--- src/rtl/apb_slave_regfile.sv ---
`default_nettype none
// ============================================================================
// Module      : apb_slave_regfile
// Description : APB completer with a 32-bit register bank, read-only ID at
//               index 0, programmable wait states and Pslverr on bad access.
// Revision    : 1.0 - initial release
// ============================================================================
module apb_slave_regfile #(
    parameter int          NREGS       = 8,
    parameter int          WAIT_STATES = 0,
    parameter logic [31:0] BASE_ADDR   = 32'h8000_0000,
    parameter logic [31:0] ID_VALUE    = 32'hA2B0_0001
) (
    input  logic        Hclk,
    input  logic        Hreset,
    input  logic        Psel,
    input  logic        Penable,
    input  logic        Pwrite,
    input  logic [31:0] Paddr,
    input  logic [31:0] Pwdata,
    output logic [31:0] Prdata,
    output logic        Pready,
    output logic        Pslverr
);

    localparam int         IW = $clog2(NREGS);
    localparam logic [3:0] WS = 4'(WAIT_STATES);

    typedef enum logic [0:0] {
        S_IDLE   = 1'b0,
        S_ACCESS = 1'b1
    } state_t;

    state_t      state_q;
    logic [31:0] addr_q;
    logic [31:0] wdata_q;
    logic        write_q;
    logic [3:0]  cnt_q;
    logic [31:0] prdata_q;
    logic        pready_q;
    logic        pslverr_q;
    logic [31:0] regs_q [NREGS];

    logic        setup_d;
    logic [31:0] dec_addr_d;
    logic        dec_write_d;
    logic [5:0]  idx_d;
    logic        err_d;
    logic [31:0] rdata_d;
    logic        complete_d;
    logic        commit_d;

    assign setup_d = (state_q == S_IDLE) && Psel && !Penable;

    // With zero wait states the response is formed on the setup edge itself,
    // so decode looks at the live bus then and at the latched request after.
    assign dec_addr_d  = setup_d ? Paddr  : addr_q;
    assign dec_write_d = setup_d ? Pwrite : write_q;
    assign idx_d       = dec_addr_d[7:2];

    always_comb begin
        err_d = (dec_addr_d[31:8] != BASE_ADDR[31:8])
             || (dec_addr_d[1:0] != 2'b00)
             || (32'(idx_d) >= 32'(NREGS))
             || (dec_write_d && (idx_d == 6'd0));
        rdata_d = 32'h0;
        if (!err_d && !dec_write_d) begin
            if (idx_d == 6'd0) begin
                rdata_d = ID_VALUE;
            end else begin
                rdata_d = regs_q[idx_d[IW-1:0]];
            end
        end
    end

    assign complete_d = (state_q == S_ACCESS) && Psel && Penable && pready_q;
    assign commit_d   = complete_d && write_q && !pslverr_q;

    always_ff @(posedge Hclk or posedge Hreset) begin
        if (Hreset) begin
            state_q   <= S_IDLE;
            addr_q    <= 32'h0;
            wdata_q   <= 32'h0;
            write_q   <= 1'b0;
            cnt_q     <= 4'd0;
            prdata_q  <= 32'h0;
            pready_q  <= 1'b0;
            pslverr_q <= 1'b0;
        end else begin
            case (state_q)
                S_IDLE: begin
                    if (setup_d) begin
                        state_q <= S_ACCESS;
                        addr_q  <= Paddr;
                        write_q <= Pwrite;
                        wdata_q <= Pwdata;
                        cnt_q   <= WS;
                        if (WS == 4'd0) begin
                            pready_q  <= 1'b1;
                            prdata_q  <= rdata_d;
                            pslverr_q <= err_d;
                        end
                    end
                end
                S_ACCESS: begin
                    if (!Psel || complete_d) begin
                        state_q   <= S_IDLE;
                        cnt_q     <= 4'd0;
                        prdata_q  <= 32'h0;
                        pready_q  <= 1'b0;
                        pslverr_q <= 1'b0;
                    end else if (!pready_q) begin
                        cnt_q <= cnt_q - 4'd1;
                        if (cnt_q == 4'd1) begin
                            pready_q  <= 1'b1;
                            prdata_q  <= rdata_d;
                            pslverr_q <= err_d;
                        end
                    end
                end
                default: state_q <= S_IDLE;
            endcase
        end
    end

    always_ff @(posedge Hclk or posedge Hreset) begin
        if (Hreset) begin
            for (int i = 0; i < NREGS; i++) begin
                regs_q[i] <= 32'h0;
            end
        end else if (commit_d) begin
            regs_q[addr_q[2 +: IW]] <= wdata_q;
        end
    end

    assign Prdata  = prdata_q;
    assign Pready  = pready_q;
    assign Pslverr = pslverr_q;

endmodule
`default_nettype wire

--- config.mk ---
export PLATFORM = sky130hd
export DESIGN_NAME = apb_slave_regfile
export DESIGN_NICKNAME = d
export VERILOG_FILES = /design/src/rtl/apb_slave_regfile.sv
export SDC_FILE = /design/constraint.sdc
export NUM_CORES = 1
export LEC_CHECK = 0
export CAP_MARGIN = 30
export CORE_MARGIN = 2
export CORE_UTILIZATION = 60
export CTS_BUF_LIST = sky130_fd_sc_hd__clkbuf_8
export DETAILED_ROUTE_END_ITERATION = 8
export PLACE_DENSITY = 0.81
export SLEW_MARGIN = 20
export SYNTH_ARGS = -nofsm -noshare
export SYNTH_HDL_FRONTEND = slang
export SYNTH_SLANG_ARGS = --single-unit
--- constraint.sdc ---
create_clock -name Hclk -period 20.8 [get_ports Hclk]
set_input_delay 4.16 -clock Hclk [delete_from_list [all_inputs] [get_ports Hclk]]
set_output_delay 4.16 -clock Hclk [all_outputs]
set_load 0.02 [all_outputs]
==> metrics, run 1 <==
status=complete, no violations; R2R Path Start=state_q; ant diodes=0; share of layout cells above drive strength 1=30.9%; CTS buffer count=just under 60; # clock sinks=360; first-pass GRT wire length=60000 µm; top sig layer=met4; setup_tns=0 ps; Critical Path RT=21300 ps; mean area per synthesized cell=12.3 µm²; worst skew pair latency=roughly 600 ps; XOR/XNOR Fraction of Synth Area=0%; simple-gate share of the synthesized area=around a tenth; Area after DPL=around 0.017 mm²; Gate Count Post-Synth=1281; WL met1=16000 µm; top post-synthesis cells by area=dfrtp_1 (57%), mux2_2 (21%), nand2_1 (6.3%); R2R Path End=Prdata[26]; final worst-path cycle share=37.0%; final setup vio count=0; Hold Vio Cnt, Final=0; Max Fanout on Critical Path=70; top_reg_cell synth=dfrtp_1; Least-Margin Pin Slew=a little over 900 ps; fmax=0.130 GHz; Layout area overhead=16.8%; drt drc=0; Post-CTS Setup Inserts=0; nets@finish=1472; WP data arrival=8200 ps; Synth Area in Compound Gates=5.72%; die width=166 µm; met3 WL post-DR=around 2200 µm; post-CTS sizing=0; adder-cell area share of the yosys netlist=less than 1%; r2r setup slk=16710 ps; Overflow after GRT=0; Core Rows=59; Ys Warns=0; DP Wirelength=22100 µm; Core Area=0.0259 mm²; Mapped Nets=1352; Synth Register Bits=360; dominant combinational cell family by area after synthesis=multiplexers; CP Capture Point=Prdata[26]; htree depth=2; Die Ht=166 µm; post-layout util=71.1%; R2R depth=10; PD cells=89.4 mW/mm²; Die Area=0.0276 mm²; final WL=36700 µm; total power=roughly 1.6 mW; # hold bufs at CTS=0; max cap viols=0; number of synthesized flops with an enable pin=0; gpl congestion=0.803; most area-hungry cell type in the Yosys netlist=dfrtp_1; async set-reset flop share out of synthesis=100%; Setup Skew=22.1 ps; mux contribution to synthesized area=25.3%; start point of the critical path=Penable; Hold Crit Class=register to register; CTS root buf=clkbuf_8; crit path capture type=register; CP startpoint kind=input port; Post-Syn Area=0.0158 mm²; Initial Utilization=between 60% and 70%; RSZ-0062 raised after global routing=false; Finished Cell Area=around 0.018 mm²; post-synth top area share=57.1%; Max VDD drop=0.0583 mV; vias=10600; wire length per cell=20.6 µm; met2 WL=17800 µm; largest net degree at the start of global routing=83; CTS tree=built; Tot GR Track Use=27.1%; DR iter-0 viols=711; Leak Pwr=9.11 nW; Seq/Total Area, Yosys=57.1%; Pins Over Slew Limit=0; vias in the first global route=11200; initial antenna violation count=0; DRT antenna net count=0; Vias per Instance=5.98; input/output buffers=102; clk slew on worst S/H paths=60 ps; DRT Pass-1 Iters=5; WHS=477 ps; Synth cell types=46; Crit Path Category=input port to register; num ports=103; Final min period=7700 ps; CTS max path bufs=3; Slew HR=38.3%
cell usage in the layout (no fill, tap or decap), types with 18 or more instances in the layout:
master,count
a21oi_1,18
a221o_1,18
buf_4,25
clkbuf_8,70
clkdlybuf4s50_1,102
dfrtp_1,360
inv_1,27
mux2_2,294
mux2i_1,58
nand2_1,265
nor2_1,25
o21ai_0,21
o21ai_2,20
o22ai_1,25
routing by layer:
| layer | GRT usage (%) | vias up |
|---|---|---|
| met3 | 4.79 | 90 |
| li1 | - | 4781 |
| met4 | 9.15 | 0 |
| met2 | 44.3 | 334 |
| met5 | 0 | - |
| met1 | 37.2 | 5444 |
synthesized netlist by cell type (2+ instances only):
| library cell | count |
|---|---|
| a21boi_0 | 3 |
| a21oi_1 | 18 |
| a221o_1 | 18 |
| a22o_1 | 3 |
| a32oi_1 | 7 |
| and2_1 | 2 |
| and4_1 | 2 |
| buf_1 | 19 |
| buf_2 | 11 |
| buf_6 | 2 |
| buf_8 | 2 |
| clkbuf_1 | 38 |
| dfrtp_1 | 360 |
| ha_1 | 2 |
| inv_1 | 7 |
| mux2_2 | 294 |
| mux2i_1 | 60 |
| mux4_2 | 2 |
| nand2_1 | 265 |
| nand2b_1 | 5 |
| nand3_1 | 16 |
| nand3b_1 | 2 |
| nand4_1 | 2 |
| nor2_1 | 29 |
| nor2b_1 | 2 |
| nor3_1 | 8 |
| nor3b_1 | 2 |
| nor4_1 | 14 |
| nor4b_1 | 3 |
| o21ai_0 | 21 |
| o21ai_2 | 20 |
| o221ai_1 | 2 |
| o22ai_1 | 25 |
| o32ai_1 | 3 |
power breakdown:
group	internal (mW)	switching, mW	total (mW)
clock network	0.329	0.279	0.607
registers	0.754	0.0531	0.807
logic	0.103	0.128	0.232
total	1.19	0.460	1.65
worst min path at each step:
stage | start | endpoint | slack (ps) | cells after the start
CTS | addr_q[8] | addr_q[8] | 480 | 2
floorplan | addr_q[31] | addr_q[31] | 440 | 2
global placement | addr_q[31] | addr_q[31] | 460 | 2
detailed placement | addr_q[18] | addr_q[18] | 460 | 2
finish | Prdata[14] | Prdata[14] | 480 | 2
global route | addr_q[8] | addr_q[8] | 500 | 2
sequential cells by signal, indices dropped and copies added (netlist names):
signal and flops:
cnt_q 4, state_q 1, Prdata 32, Pready 1
addr_q 32, Pslverr 1, wdata_q 32, regs_q 256
write_q 1
layout make-up:
type                    instances  area (µm²)
inverters                       9        41.3
fillers                      1774        7500
repair buffers                132        1320
clock buffers                  70         963
clock inverters                34         203
flip-flops and latches        360        9010
multi-input cells             840        6460
well taps                     335         419
cells by family after synthesis:
group / Yosys count
AO/OA/AOI/OAI: 124
adder cells (fa/ha/maj): 2
buffers and inverters: 81
flip-flops: 360
multiplexers: 358
AND/OR/NAND/NOR: 356
critical path, stage by stage:
cell and delay (ps):
clkdlybuf4s50_1 600, or3b_2 160, buf_4 700, mux2i_4 340, buf_4 610, inv_2 260
buf_4 400, mux2_2 330, o22ai_1 90, a221o_1 290, o21ai_0 140
per-stage QoR:
step | instances | worst slack (ps)
after floorplan | 1281 | 6650
after global routing | 1780 | 12940
after detailed placement | 1674 | 12530
after CTS | 1778 | 13140
final | 1780 | 13100
after global placement | 1670 | 12660
No activity file was read; power rests on OpenSTA's default activity.
==> inputs of run 2 (changes only) <==
Settings changed: CORE_UTILIZATION 60 to 55, PLACE_DENSITY 0.81 to 0.78.
Clock period 20.8 ns to 7 ns, I/O delays scaled along.
==> metrics, run 2 (synthesis gave the netlist of run 1 again) <==
status=complete, no violations; Int Pwr=3.57 mW; Final min period=4600 ps; CP startpoint kind=input port; htree depth=2; RSZ-0062 raised after global routing=false; Largest Register=regs_q; drt drc=0; Die Area=0.0300 mm²; net switching power=~1.4 mW; DRT Pass-1 Iters=5; Slew HR=about 33%; final WL=36600 µm; crit path capture type=register; CTS max path bufs=3; # clock sinks=between 300 and 400; WHS=roughly 480 ps; sw frac=27.5%; DRT antenna net count=0; Flop pwr share=48.7%; post-layout util=around 66%; wire length per cell=20.1 µm; Max Fanout on Critical Path=52; # hold bufs at CTS=0; vias=10600; worst skew pair latency=~600 ps; gpl congestion=0.861; Least-Margin Pin Slew=991 ps; Max VDD drop=0.155 mV; largest net degree at the start of global routing=195; part of the power in combinational logic=14.0%; Core Area=0.0280 mm²; Critical Path RT=7510 ps; clk slew on worst S/H paths=60 ps; Worst Hold End=addr_q[10]; Die Ht=173 µm; Setup Skew=approximately 18 ps; die width=173 µm; most common cell after layout, fill and taps aside=dfrtp_1; DP Wirelength=around 22000 µm; PD cells=266 mW/mm²; final setup vio count=0; r2r setup slk=3260 ps; max reg flops=256; R2R Path Start=state_q; Initial Utilization=56.3%; nets@finish=1470; first-pass GRT wire length=58500 µm; WP data arrival=5110 ps; final worst-path cycle share=65.8%; R2R depth=8; Layout area overhead=17.5%; CTS root buf=clkbuf_8; clock power share=37.4%; Tot GR Track Use=24.4%; Crit Path Category=input port to register; Post-CTS Setup Inserts=0; most frequent cells in the layout=dfrtp_1 (360), mux2_2 (294), nand2_1 (265), clkdlybuf4s50_1 (102), clkbuf_8 (77); DR iter-0 viols=1045; Hold Vio Cnt, Final=0; Hold Path Origin=addr_q[10]; max cap viols=0; setup_tns=0 ps; Leak Pwr=9.10 nW; R2R Path End=Prdata[30]; CTS buffer count=57; num ports=103; post-CTS sizing=0; initial antenna violation count=1; input/output buffers=slightly above 100; Vias per Instance=5.83; vias in the first global route=10900; hold path depth=2; Pins Over Slew Limit=0; CTS tree=built; Hold Crit Class=register to register; Overflow after GRT=0; fmax=0.217 GHz; Core Rows=61; share of layout cells above drive strength 1=31.4%
-- run 2: worst max path at each step --
stage	from	cells after the start	slack (ps)	endpoint
final	Penable	9	2400	Prdata[30]
after global routing	Penable	9	2210	Prdata[24]
after CTS	Penable	9	2400	Prdata[30]
after detailed placement	Penable	9	1790	Prdata[30]
after global placement	Penable	9	1880	Prdata[26]
after floorplan	Hreset	1	770	Prdata[0]
-- run 2: area by class of cell --
class,instances,area [µm²]
multi-input cells,840,6460
clock inverters,27,153
inverters,9,37.5
well taps,378,473
fillers,2100,9490
clock buffers,77,1060
repair buffers,131,1340
flip-flops and latches,360,9010
diodes,1,2.50
-- run 2: power groups by stage --
stage | logic [mW] | registers, mW | clock network, mW
6_report | 0.686 | 2.39 | 1.84
5_1_grt | 0.749 | 2.42 | 1.96
4_1_cts | 0.680 | 2.39 | 1.87
3_5_place_dp | 0.677 | 2.43 | 0
3_3_place_gp | 0.660 | 2.42 | 0
2_1_floorplan | 0.487 | 2.37 | 0
-- run 2: routing by layer --
layer  wire [µm]  GRT usage [%]  vias up
met5           0              0        -
met4         958           8.76        0
met3        1750           3.90       83
met2       17800           40.0      322
met1       16100           33.2     5448
li1            -              -     4778
-- run 2: metrics by stage --
step / total power [mW] / std cells / worst slack, ps / instance area (µm²)
floorplan: 2.86 / 1281 / 774 / 15800
global placement: 3.08 / 1713 / 1880 / 17200
global route: 5.12 / 1823 / 2210 / 18500
finish: 4.92 / 1823 / 2400 / 18500
CTS: 4.94 / 1819 / 2400 / 18500
detailed placement: 3.10 / 1715 / 1790 / 17200
-- run 2: worst max-delay path: stages --
cell             delay, ps
clkdlybuf4s50_1        600
or3b_2                 570
buf_4                  610
mux2_4                 350
or4_4                  490
a211o_4                320
or2_1                  210
buf_4                  290
o21ai_0                230
